$ cat src/rtl/dff_bist_pkg.sv
// Shared definitions for the D flip-flop self-test sequencer.
//   state_t        : sequencer states
//   LFSR_TAPS      : feedback taps of x^8+x^6+x^5+x^4+1 (bits 7,5,4,3)
//   RST_DUT_CYCLES : cycles the cell is held in reset before data starts
//   lfsr_next()    : one Fibonacci shift-left step
package dff_bist_pkg;

  typedef enum logic [2:0] {
    IDLE,
    RST_DUT,
    RUN,
    DRAIN,
    DONE
  } state_t;

  localparam logic [7:0] LFSR_TAPS      = 8'hB8;
  localparam int         RST_DUT_CYCLES = 2;

  function automatic logic [7:0] lfsr_next(input logic [7:0] cur);
    return {cur[6:0], ^(cur & LFSR_TAPS)};
  endfunction

endpackage

$ cat src/rtl/lfsr8.sv
// 8-bit Fibonacci LFSR pattern source.
//   clk, rst : clock, asynchronous active-high reset (state returns to SEED)
//   load     : load seed (wins over step)
//   seed     : value loaded by load
//   step     : advance one shift
//   state    : current register contents; bit 7 is the outgoing pattern bit
module lfsr8
  import dff_bist_pkg::*;
#(
  parameter logic [7:0] SEED = 8'hA5
) (
  input  logic       clk,
  input  logic       rst,
  input  logic       load,
  input  logic [7:0] seed,
  input  logic       step,
  output logic [7:0] state
);

  // NOTE: sequential state is written with non-blocking assignments so every
  // register samples pre-edge values, independent of process ordering.
  always_ff @(posedge clk or posedge rst) begin
    if (rst) begin
      state <= SEED;
    end else if (load) begin
      state <= seed;
    end else if (step) begin
      state <= lfsr_next(state);
    end
  end

endmodule

$ cat src/rtl/dff_bist.sv
// Built-in self-test sequencer for the D flip-flop cell.
// Drives the cell's d and reset with an LFSR pattern, checks q/q_bar against
// the one-cycle-delayed data and reports a pass flag and saturating error count.
//   clk, rst   : shared clock, asynchronous active-high reset
//   start      : run request, only honoured in IDLE
//   d_out      : data to the cell d (registered)
//   dut_rst_n  : active-low reset to the cell (registered)
//   q_in       : cell q
//   q_bar_in   : cell q_bar
//   busy       : run in progress (not IDLE, not DONE)
//   done       : one-cycle pulse at the end of a run
//   pass       : verdict of the last run, held until the next start
//   err_count  : saturating mismatch count of the last/current run
module dff_bist
  import dff_bist_pkg::*;
#(
  parameter int         NUM_VECTORS = 64,
  parameter logic [7:0] SEED        = 8'hA5,
  parameter int         CNT_W       = 8
) (
  input  logic             clk,
  input  logic             rst,
  input  logic             start,
  output logic             d_out,
  output logic             dut_rst_n,
  input  logic             q_in,
  input  logic             q_bar_in,
  output logic             busy,
  output logic             done,
  output logic             pass,
  output logic [CNT_W-1:0] err_count
);

  localparam logic [7:0]       LAST_VEC = 8'(NUM_VECTORS - 1);
  localparam logic [7:0]       LAST_RST = 8'(RST_DUT_CYCLES - 1);
  localparam logic [CNT_W-1:0] ERR_MAX  = '1;

  state_t           state, state_nxt;
  logic [7:0]       cnt;        // cycle index within RST_DUT or RUN
  logic [7:0]       lfsr;
  logic             lfsr_msb;
  logic [6:0]       lfsr_unused; // low bits only feed the LFSR's own feedback
  logic             d_exp;      // d_out of the previous cycle = expected q now
  logic             start_run;
  logic             chk_en;
  logic             chk_ok;
  logic [CNT_W-1:0] err_nxt;

  assign {lfsr_msb, lfsr_unused} = lfsr;

  lfsr8 #(.SEED(SEED)) u_lfsr (
    .clk   (clk),
    .rst   (rst),
    .load  (start_run),
    .seed  (SEED),
    .step  (state_nxt == RUN),
    .state (lfsr)
  );

  always_ff @(posedge clk or posedge rst) begin
    if (rst) state <= IDLE;
    else     state <= state_nxt;
  end

  // NOTE: every signal written here gets a default before the case so no
  // path leaves it unassigned, which would otherwise infer a latch.
  always_comb begin
    state_nxt = state;
    start_run = 1'b0;
    chk_en    = 1'b0;
    chk_ok    = 1'b1;
    unique case (state)
      IDLE: begin
        if (start) begin
          state_nxt = RST_DUT;
          start_run = 1'b1;
        end
      end
      RST_DUT: begin
        if (cnt == LAST_RST) begin
          // Last reset cycle: the cell must be showing its reset value.
          chk_en    = 1'b1;
          chk_ok    = (q_in == 1'b0) && (q_bar_in == 1'b1);
          state_nxt = RUN;
        end
      end
      RUN: begin
        // The first RUN cycle still shows the reset value, so no check.
        if (cnt != 8'd0) begin
          chk_en = 1'b1;
          chk_ok = (q_in == d_exp) && (q_bar_in != q_in);
        end
        if (cnt == LAST_VEC) state_nxt = DRAIN;
      end
      DRAIN: begin
        // Checks the vector driven in the last RUN cycle.
        chk_en    = 1'b1;
        chk_ok    = (q_in == d_exp) && (q_bar_in != q_in);
        state_nxt = DONE;
      end
      DONE: state_nxt = IDLE;
      default: state_nxt = IDLE;
    endcase
  end

  // One error at most per checked cycle, saturating.
  always_comb begin
    err_nxt = err_count;
    if (start_run) begin
      err_nxt = '0;
    end else if (chk_en && !chk_ok && (err_count != ERR_MAX)) begin
      err_nxt = err_count + CNT_W'(1);
    end
  end

  // Outputs are registered from the next state so they line up with it.
  always_ff @(posedge clk or posedge rst) begin
    if (rst) begin
      cnt       <= 8'd0;
      d_out     <= 1'b0;
      dut_rst_n <= 1'b0;
      d_exp     <= 1'b0;
      busy      <= 1'b0;
      done      <= 1'b0;
      pass      <= 1'b0;
      err_count <= '0;
    end else begin
      err_count <= err_nxt;
      d_exp     <= d_out;
      dut_rst_n <= (state_nxt != RST_DUT);
      busy      <= !(state_nxt inside {IDLE, DONE});
      done      <= (state_nxt == DONE);

      if (start_run)               pass <= 1'b0;
      else if (state_nxt == DONE)  pass <= (err_nxt == '0);

      if (state_nxt == RST_DUT)    d_out <= 1'b0;
      else if (state_nxt == RUN)   d_out <= lfsr_msb;

      if (state_nxt != state)                    cnt <= 8'd0;
      else if (state inside {RST_DUT, RUN})      cnt <= cnt + 8'd1;
    end
  end

endmodule

$ cat config.mk
export PLATFORM = sky130hd
export DESIGN_NAME = dff_bist
export DESIGN_NICKNAME = d
export VERILOG_FILES = /design/src/rtl/dff_bist_pkg.sv /design/src/rtl/lfsr8.sv /design/src/rtl/dff_bist.sv
export SDC_FILE = /design/constraint.sdc
export NUM_CORES = 1
export LEC_CHECK = 0
export CORE_MARGIN = 3
export CORE_UTILIZATION = 55
export DETAILED_ROUTE_END_ITERATION = 8
export PLACE_DENSITY = 0.81
export SYNTH_ARGS = -nofsm -noshare
export SYNTH_HDL_FRONTEND = slang
export SYNTH_SLANG_ARGS = --single-unit
$ cat constraint.sdc
create_clock -name clk -period 3.45 [get_ports clk]
set_clock_uncertainty 0.2 [all_clocks]
set_input_delay 0.69 -clock clk [delete_from_list [all_inputs] [get_ports clk]]
set_output_delay 0.69 -clock clk [all_outputs]
set_load 0.02 [all_outputs]
==> results of run 1 <==
[metal layers]
layer  routed length [um]  up-vias  part of all wire
met1                 1710      648              0.49
met2                 1580       37              0.45
met4                   61        0             0.017
li1                     -      674                 -
met3                  167        7             0.047
met5                    0        -                 0
[power groups by stage]
stage	logic (mW)	clock network [mW]	registers (mW)
after floorplan	0.159	0	0.549
after global placement	0.341	0	0.509
after detailed placement	0.345	0	0.510
after CTS	0.347	0.212	0.502
after global routing	0.378	0.228	0.512
final	0.346	0.203	0.503
[critical path, delay by kind of cell]
family | cells | cell delay [ns]
AOI/OAI and AO/OA | 3 | 0.72
adders and majority gates | 1 | 0.26
buffers and inverters | 2 | 0.53
and+or+nand+nor | 3 | 0.93
[metrics by stage]
stage | hold slack (ns) | setup WS (ns) | util | cell area, um2
final | 0.227 | 0.361 | 0.711 | 2060
after global routing | 0.270 | 0.222 | 0.711 | 2060
after CTS | 0.233 | 0.369 | 0.711 | 2060
after detailed placement | 0.212 | 0.00935 | 0.693 | 2010
after global placement | 0.188 | 0.0601 | 0.693 | 2010
after floorplan | 0.253 | 0.588 | - | 1750
[final cells by class]
cell class | count | area (um2)
Inverter | 8 | 30.0
Clock buffer | 6 | 41.3
Sequential cell | 33 | 831
Multi-Input combinational cell | 135 | 875
Fill cell | 238 | 838
Clock inverter | 2 | 10.0
Tap cell | 42 | 52.6
Timing Repair Buffer | 24 | 223
[cells in the mapped netlist, drive strengths merged]
cell,instances
o21ai,11
clkbuf,4
o31ai,2
dfrtp,29
nand3,6
o41ai,1
mux2i,2
nand4,3
nand3b,2
or2,1
xnor2,6
o21a,1
a31oi,1
o211a,2
a32oi,1
o311a,1
a21oi,5
nand2,22
xor2,9
or3,2
inv,8
and3b,1
nand2b,6
a311o,1
and2,4
and4,1
ha,5
dfstp,4
nor3,7
nor4,2
or3b,2
nor2,19
nor4bb,1
and3,8
[state kept, by name (all words and copies together) (netlist names)]
| register | flops |
|---|---|
| pass | 1 |
| err_count | 8 |
| done | 1 |
| u_lfsr.state | 8 |
| dut_rst_n | 1 |
| cnt | 8 |
| state | 3 |
| busy | 1 |
| d_out | 1 |
| d_exp | 1 |
[worst paths after layout]
| kind | slack (ns) | start | end | cells past startpoint |
|---|---|---|---|---|
| hold reg to reg | 0.23 | d_out | d_exp | 0 |
| setup / recovery | 0.36 | q_in | pass | 9 |
| hold / removal | 0.23 | d_out | d_exp | 0 |
| max in group asynchronous | 1.86 | rst | err_count[5] | 3 |
| setup reg to reg | 0.74 | cnt[4] | pass | 7 |
| min in group asynchronous | 0.52 | rst | err_count[0] | 2 |
[cells by family (layout without fill, tap and decap cells)]
| family | count (synthesis) | count (layout) | synth area share |
|---|---|---|---|
| flops | 33 | 33 | 0.474 |
| buf+inv | 12 | 40 | 0.0264 |
| fa+ha+maj | 5 | 5 | 0.0357 |
| xor+xnor | 15 | 15 | 0.0750 |
| mux | 2 | 2 | 0.0114 |
| simple gates | 87 | 87 | 0.267 |
| compound gates | 26 | 26 | 0.110 |
==> flow_metrics.py, run 1 <==
metrics = {
    "power": {
        "pwr-share-seq": 0.478,
        "vdd_drop_max_v": 0.000285,
        "p_total_mw": 1.05,
        "p_per_area_nw_per_um2": 511,
        "netSwitchingFraction": 0.354,
        "combPwrFrac": 0.329,
        "leakage_nw": 0.938,
        "clock_power_share": 0.193,
        "intPower_uw": 680,
        "power.switching_uw": 372,
    },
    "drt": {
        "drtPass1Iterations": 4,
        "ant_nets": 0,
        "wirelength_mm": 3.52,
        "viasPerCell": 5.46,
        "num_vias": 1366,
        "drt-initial-drc-count": 84,
        "drc": 0,
        "wl_per_cell_um": 14.1,
    },
    "final_layout": {
        "fin_nets": 217,
        "layout-drive-gt1-share": 0.125,
        "areaGrowthSynthToFinish_pct": 17.7,
        "antenna_cells": 0,
        "fin_cells": 250,
        "layout_commonest_cell": "dfrtp_1",
        "final_cell_mix": "dfrtp_1 (29), nand2_1 (22), nor2_1 (19)",
    },
    "worst_setup_path": {
        "crit_path_end_kind": "flip-flop",
        "path_class": "input pin to flip-flop",
        "cp_cell_sequence": "clkdlybuf4s50_1, inv_1, ha_1, nand2b_1, a31oi_1, or3_4, or3b_1, a311o_1, o41ai_2",
        "start_kind": "input pin",
        "critPathMaxFanout": 4,
        "slowest_stage": "clkdlybuf4s50_1",
        "worstPathRequired_ns": 3.49,
        "cpPeakStageDelay_ns": 0.48,
        "worstPathArrival_ns": 3.12,
    },
    "synthesis": {
        "syn_area_per_cell_um2": 9.73,
        "synthTopCellsByArea": "dfrtp_1 (41%), dfstp_2 (6.0%), nand2_1 (4.7%)",
        "syn_area_um2": 1750,
        "yosysTopAreaCell": "dfrtp_1",
        "synth_nets": 190,
        "postSynthCellCount": 180,
        "synth-seq-cells": 33,
        "yosysSeqAreaShare": 0.474,
        "synth.top_cell.area_share": 0.414,
        "ys_warn_count": 0,
        "ys_types": 39,
    },
    "placement": {
        "numPlacedInstances": 242,
        "io_buffers": 17,
        "gp_congestion": 0.880,
        "dp_hpwl_mm": 2.56,
    },
    "sta": {
        "fin_setup_tns_ns": 0,
        "worst_pin_slew_ns": 0.611,
        "maxSlewViolCount": 0,
        "max_slew_margin": 0.592,
        "fmax_mhz": 324,
        "hold_viol_final": 0,
        "finalCritPeriodShare": 0.895,
        "finalSetupViolations": 0,
        "min_period_ns": 3.09,
        "rsz0062_at_grt": "no",
    },
    "clocking": {
        "cts_hold_buf": 0,
        "clk_pin_slew_ns": 0.10,
        "clk_root_buffer_cell": "clkbuf_4",
        "cts_setup_buffers": 0,
        "cts.sinks": 33,
        "htreeDepth": 2,
        "numCtsBuffers": 5,
        "insertion_delay_ns": 0.33,
        "clk_path_buf_depth": 2,
        "cts_tree": "done",
        "cts_resized": 0,
    },
    "global_route": {
        "grt_pass1_wl_mm": 6.34,
        "busiest_layer": "met2",
        "grt_util_met2": 0.302,
        "grt_max_degree": 19,
        "grt_util_met3": 0.0486,
        "grt_antenna_before_repair": 0,
        "grt_remaining_overflow": 0,
        "gr-usage-all-layers": 0.204,
        "grt_pass1_vias": 1343,
        "gr-usage-met1": 0.285,
    },
    "floorplanning": {
        "die-area_um2": 3900,
        "start_util": 0.604,
        "std_cell_rows": 19,
        "coreArea_um2": 2900,
        "die_width_um": 62.4,
        "ios": 18,
        "die-height_um": 62.4,
    },
    "job": {
        "max-cap-violations": 0,
    },
    "worst_hold_path": {
        "hp-class": "flip-flop to flip-flop",
    },
    "run_status": {
        "status": "finished, final reports clean",
    },
}
No activity file was read; power rests on OpenSTA's default activity.
==> inputs of run 2 (changes only) <==
--- a/config.mk
+++ b/config.mk
@@ -5,6 +5,7 @@
 export SDC_FILE = /design/constraint.sdc
 export NUM_CORES = 1
 export LEC_CHECK = 0
+export CORE_ASPECT_RATIO = 1.25
 export CORE_MARGIN = 3
 export CORE_UTILIZATION = 55
 export DETAILED_ROUTE_END_ITERATION = 8
==> run 2 against run 1 <==
  * Non-clock buffer count shrank 1
  * Worst setup slack lost 0.046 ns
  * Die area grew 0.10%
  * Fmax shrank 1.5%
  * Worst hold slack lost 0.015 ns
  * Critical path type unchanged
  * Critical endpoint unchanged
  * Highest routed layer unchanged
==> flow_metrics.py, run 2 (synthesis gave the netlist of run 1 again) <==
metrics = {
    "global_route": {
        "grt_antenna_before_repair": 0,
        "grt_pass1_vias": 1369,
        "grt_remaining_overflow": 0,
        "gr-usage-all-layers": 0.201,
        "grt_max_degree": 21,
        "grt_pass1_wl_mm": 6.15,
    },
    "power": {
        "vdd_drop_max_v": 0.000432,
        "clock_power_share": 0.207,
        "pwr-share-seq": 0.473,
        "netSwitchingFraction": 0.345,
        "leakage_nw": 0.934,
        "intPower_uw": 702,
        "combPwrFrac": 0.320,
        "p_total_mw": 1.07,
        "p_per_area_nw_per_um2": 522,
        "power.switching_uw": 370,
    },
    "placement": {
        "gp_congestion": 0.859,
        "dp_hpwl_mm": 2.56,
        "io_buffers": 17,
        "post_dp_cell_area_um2": 2000,
    },
    "worst_setup_path": {
        "worstPathArrival_ns": 3.16,
        "start_kind": "input pin",
        "critPathBufInv": 2,
        "cpPeakStageDelay_ns": 0.50,
        "crit_family": "simple AND/OR/NAND/NOR gates",
        "path_class": "input pin to flip-flop",
        "slowest_stage": "clkdlybuf4s50_1",
        "crit_path_end_kind": "flip-flop",
        "critPathMaxFanout": 3,
        "cp_cell_sequence": "clkdlybuf4s50_1, inv_1, ha_1, nand2b_1, a31oi_1, or3_4, or3b_1, a311o_1, o41ai_2",
        "worstPathRequired_ns": 3.48,
    },
    "floorplanning": {
        "std_cell_rows": 22,
        "start_util": 0.584,
        "die_width_um": 56.5,
        "ios": 18,
        "die-area_um2": 3900,
        "die-height_um": 69.1,
        "coreArea_um2": 3000,
    },
    "clocking": {
        "cts_setup_buffers": 0,
        "cts_tree": "done",
        "cts.sinks": 33,
        "insertion_delay_ns": 0.33,
        "htreeDepth": 2,
        "clk_pin_slew_ns": 0.10,
        "clk_root_buffer_cell": "clkbuf_4",
        "cts_resized": 0,
        "cts_hold_buf": 0,
        "clk_path_buf_depth": 2,
        "numCtsBuffers": 5,
    },
    "sta": {
        "finalSetupViolations": 0,
        "max_slew_margin": 0.514,
        "whs_ns": 0.212,
        "fmax_mhz": 319,
        "min_period_ns": 3.13,
        "maxSlewViolCount": 0,
        "worst_pin_slew_ns": 0.728,
        "finalCritPeriodShare": 0.909,
        "rsz0062_at_grt": "no",
        "hold_viol_final": 0,
    },
    "final_layout": {
        "fin_nets": 216,
        "reg_top3": "cnt x8, err_count x8, u_lfsr.state x8",
        "postLayoutCellArea_um2": 2050,
        "layout_commonest_cell": "dfrtp_1",
        "final_cell_mix": "dfrtp_1 (29), nand2_1 (22), nor2_1 (19)",
        "antenna_cells": 0,
        "layout-drive-gt1-share": 0.116,
        "areaGrowthSynthToFinish_pct": 17.3,
    },
    "drt": {
        "drtPass1Iterations": 4,
        "drc": 0,
        "wirelength_mm": 3.46,
        "drt-initial-drc-count": 47,
        "viasPerCell": 5.62,
        "wl_per_cell_um": 14.2,
        "num_vias": 1366,
        "ant_nets": 0,
    },
    "job": {
        "max-cap-violations": 0,
    },
    "worst_hold_path": {
        "hp-class": "flip-flop to flip-flop",
    },
    "run_status": {
        "status": "finished, final reports clean",
    },
}
==> run 2: cell types whose count changed in the layout (fill, tap and decap cells not counted), sizes merged <==
cell	delta
buf	-1
clkbuf	+2
clkinv	-2
==> run 2: stage by stage <==
stage / worst slack (ns) / setup TNS [ns] / util / instances
2_1_floorplan: 0.588 / 0 / - / 180
3_3_place_gp: 0.0578 / 0 / 0.665 / 235
3_5_place_dp: -0.0467 / -0.0467 / 0.665 / 235
4_1_cts: 0.336 / 0 / 0.685 / 243
5_1_grt: 0.214 / 0 / 0.685 / 243
6_report: 0.316 / 0 / 0.685 / 243
==> run 2: cell type report <==
| cell class | count | area [um2] |
|---|---|---|
| multi-input cells | 135 | 875 |
| fillers | 246 | 946 |
| inverters | 8 | 30.0 |
| well taps | 36 | 45.0 |
| flip-flops and latches | 33 | 831 |
| repair buffers | 23 | 215 |
| clock buffers | 8 | 58.8 |
==> run 2: layer usage <==
| layer | wire length (um) | track usage | vias up |
|---|---|---|---|
| li1 | - | - | 673 |
| met1 | 1510 | 0.244 | 669 |
| met2 | 1790 | 0.324 | 20 |
| met3 | 104 | 0.0674 | 4 |
| met4 | 58 | 0.0792 | 0 |
| met5 | 0 | 0 | - |
==> run 2: worst paths after layout <==
kind | cells past startpoint | startpoint | to | slack [ns]
max | 9 | q_in | pass | 0.32
min | 0 | d_out | d_exp | 0.21
max reg2reg | 7 | cnt[4] | pass | 0.71
min reg2reg | 0 | d_out | d_exp | 0.21
max in group asynchronous | 3 | rst | err_count[7] | 1.80
min in group asynchronous | 2 | rst | busy | 0.57
==> run 2: worst register-to-register path: cells and delay by family (launching register included) <==
| family | cells | cell delay [ns] |
|---|---|---|
| AO/OA/AOI/OAI | 3 | 0.64 |
| flip-flops | 1 | 0.45 |
| AND/OR/NAND/NOR | 4 | 1.35 |
==> run 2: power by group through the flow <==
stage	clock network (mW)	logic, mW	registers, mW
final	0.221	0.343	0.507
after global routing	0.247	0.379	0.518
after CTS	0.233	0.345	0.505
after detailed placement	0	0.343	0.511
after global placement	0	0.339	0.508
after floorplan	0	0.159	0.549
==> inputs of run 3 (changes only) <==
--- a/config.mk
+++ b/config.mk
@@ -6,10 +6,11 @@
 export NUM_CORES = 1
 export LEC_CHECK = 0
 export CORE_ASPECT_RATIO = 1.25
-export CORE_MARGIN = 3
+export CORE_MARGIN = 10
 export CORE_UTILIZATION = 55
 export DETAILED_ROUTE_END_ITERATION = 8
 export PLACE_DENSITY = 0.81
+export REMOVE_ABC_BUFFERS = 1
 export SYNTH_ARGS = -nofsm -noshare
 export SYNTH_HDL_FRONTEND = slang
 export SYNTH_SLANG_ARGS = --single-unit
==> run 3 against run 2 <==
  * Worst setup slack better by 0.10 ns
  * Design area increased by 2.5%
  * Power up 15%
  * Wire length is 10% higher
  * Sequential power grew 1%
  * Critical endpoint unchanged
  * First-iteration DRC count rose to 2.6 times the previous value
  * Die area grew 50%
  * Highest routed layer unchanged
  * Sequential cell count did not move
  * Clock power is 63% higher
  * Register-to-register slack improved by 0.07 ns
==> flow_metrics.py, run 3 (synthesis gave the netlist of run 1 again) <==
metrics = {
    "drt": {
        "drtPass1Iterations": 4,
        "wirelength_mm": 3.83,
        "num_vias": 1405,
        "ant_nets": 0,
        "wl_per_cell_um": 15.7,
        "drc": 0,
        "drt-initial-drc-count": 123,
        "viasPerCell": 5.76,
    },
    "worst_setup_path": {
        "worstPathRequired_ns": 3.51,
        "start_kind": "input pin",
        "critPathMaxFanout": 3,
        "crit_path_end_kind": "flip-flop",
        "worstPathArrival_ns": 3.09,
        "path_class": "input pin to flip-flop",
    },
    "clocking": {
        "cts_resized": 0,
        "clk_root_buffer_cell": "clkbuf_4",
        "htreeDepth": 2,
        "clk_path_buf_depth": 2,
        "cts_setup_buffers": 0,
        "insertion_delay_ns": 0.35,
        "clk_pin_slew_ns": 0.11,
        "numCtsBuffers": 5,
        "cts.sinks": 33,
        "cts_tree": "done",
        "cts_hold_buf": 0,
    },
    "floorplanning": {
        "start_util": 0.584,
        "die-area_um2": 5860,
        "coreArea_um2": 3000,
        "std_cell_rows": 22,
        "ios": 18,
        "die-height_um": 83.1,
        "die_width_um": 70.5,
    },
    "global_route": {
        "grt_remaining_overflow": 0,
        "gr-usage-all-layers": 0.139,
        "grt_pass1_vias": 1475,
        "grt_antenna_before_repair": 0,
        "grt_pass1_wl_mm": 6.67,
        "grt_max_degree": 34,
    },
    "placement": {
        "io_buffers": 17,
        "dp_hpwl_mm": 2.81,
        "numPlacedInstances": 236,
        "gp_congestion": 0.874,
        "dp_slack_ns": 0.0410,
    },
    "sta": {
        "max_slew_margin": 0.729,
        "maxSlewViolCount": 0,
        "fin_setup_tns_ns": 0,
        "finalSetupViolations": 0,
        "rsz0062_at_grt": "no",
        "finalWorstSetupSlack_ns": 0.416,
        "hold_viol_final": 0,
        "finalCritPeriodShare": 0.879,
        "worst_pin_slew_ns": 0.406,
        "fmax_mhz": 330,
        "min_period_ns": 3.03,
    },
    "power": {
        "power.switching_uw": 401,
        "netSwitchingFraction": 0.327,
        "combPwrFrac": 0.290,
        "leakage_nw": 0.961,
        "clock_power_share": 0.293,
        "p_per_area_nw_per_um2": 583,
        "vdd_drop_max_v": 0.000462,
        "pwr-share-seq": 0.416,
        "intPower_uw": 827,
    },
    "final_layout": {
        "final_core_util": 0.702,
        "layout-drive-gt1-share": 0.130,
        "areaGrowthSynthToFinish_pct": 20.2,
        "fin_cells": 244,
        "layout_commonest_cell": "dfrtp_1",
        "final_cell_mix": "dfrtp_1 (29), nand2_1 (22), nor2_1 (19)",
        "reg_top3": "cnt x8, err_count x8, u_lfsr.state x8",
        "fin_nets": 217,
        "antenna_cells": 0,
        "nFillCells": 226,
    },
    "run_status": {
        "status": "finished, final reports clean",
    },
    "job": {
        "max-cap-violations": 0,
    },
    "worst_hold_path": {
        "hp-class": "flip-flop to flip-flop",
    },
}
[run 3: power by group through the flow]
stage	registers [mW]	clock network [mW]	logic (mW)
global placement	0.509	0	0.343
finish	0.512	0.360	0.356
CTS	0.508	0.370	0.357
detailed placement	0.515	0	0.355
global route	0.521	0.388	0.388
floorplan	0.549	0	0.159
[run 3: layer usage]
| layer | vias up | global-route usage | share of wire |
|---|---|---|---|
| li1 | 676 | - | - |
| met1 | 672 | 0.144 | 0.39 |
| met2 | 46 | 0.234 | 0.52 |
| met3 | 11 | 0.0500 | 0.061 |
| met4 | 0 | 0.0753 | 0.028 |
| met5 | - | 0 | 0 |
[run 3: final cells by class]
cell class	instances	area (um2)	area share
clock buffer	5	37.5	0.0178
tap	36	45.0	0.0214
multi-input combinational	135	875	0.415
timing repair buffer	24	223	0.106
inverter	8	30.0	0.0143
sequential	33	831	0.395
clock inverter	3	65.1	0.0309
[run 3: metrics by stage]
step	hold WS (ns)	power (mW)	area, um2
2_1_floorplan	0.253	0.708	1740
3_3_place_gp	0.213	0.853	2000
3_5_place_dp	0.210	0.869	2000
4_1_cts	0.251	1.23	2110
5_1_grt	0.259	1.30	2110
6_report	0.255	1.23	2110
[run 3: worst max-delay path: stages]
cell,delay [ns]
clkdlybuf4s50_1,0.47
inv_1,0.05
ha_1,0.26
nand2b_1,0.17
a32oi_4,0.13
or3_4,0.42
or3b_1,0.36
a311o_1,0.36
o41ai_2,0.18
[run 3: worst paths after layout]
| kind | slack (ns) | startpoint | cells after the start | end |
|---|---|---|---|---|
| worst min register to register | 0.25 | d_out | 0 | d_exp |
| worst max register to register | 0.78 | cnt[4] | 7 | pass |
| min in group asynchronous | 0.52 | rst | 3 | err_count[2] |
| worst min-delay path | 0.25 | d_out | 0 | d_exp |
| max in group asynchronous | 2.20 | rst | 3 | u_lfsr.state[5] |
| worst max-delay path | 0.42 | q_in | 9 | pass |
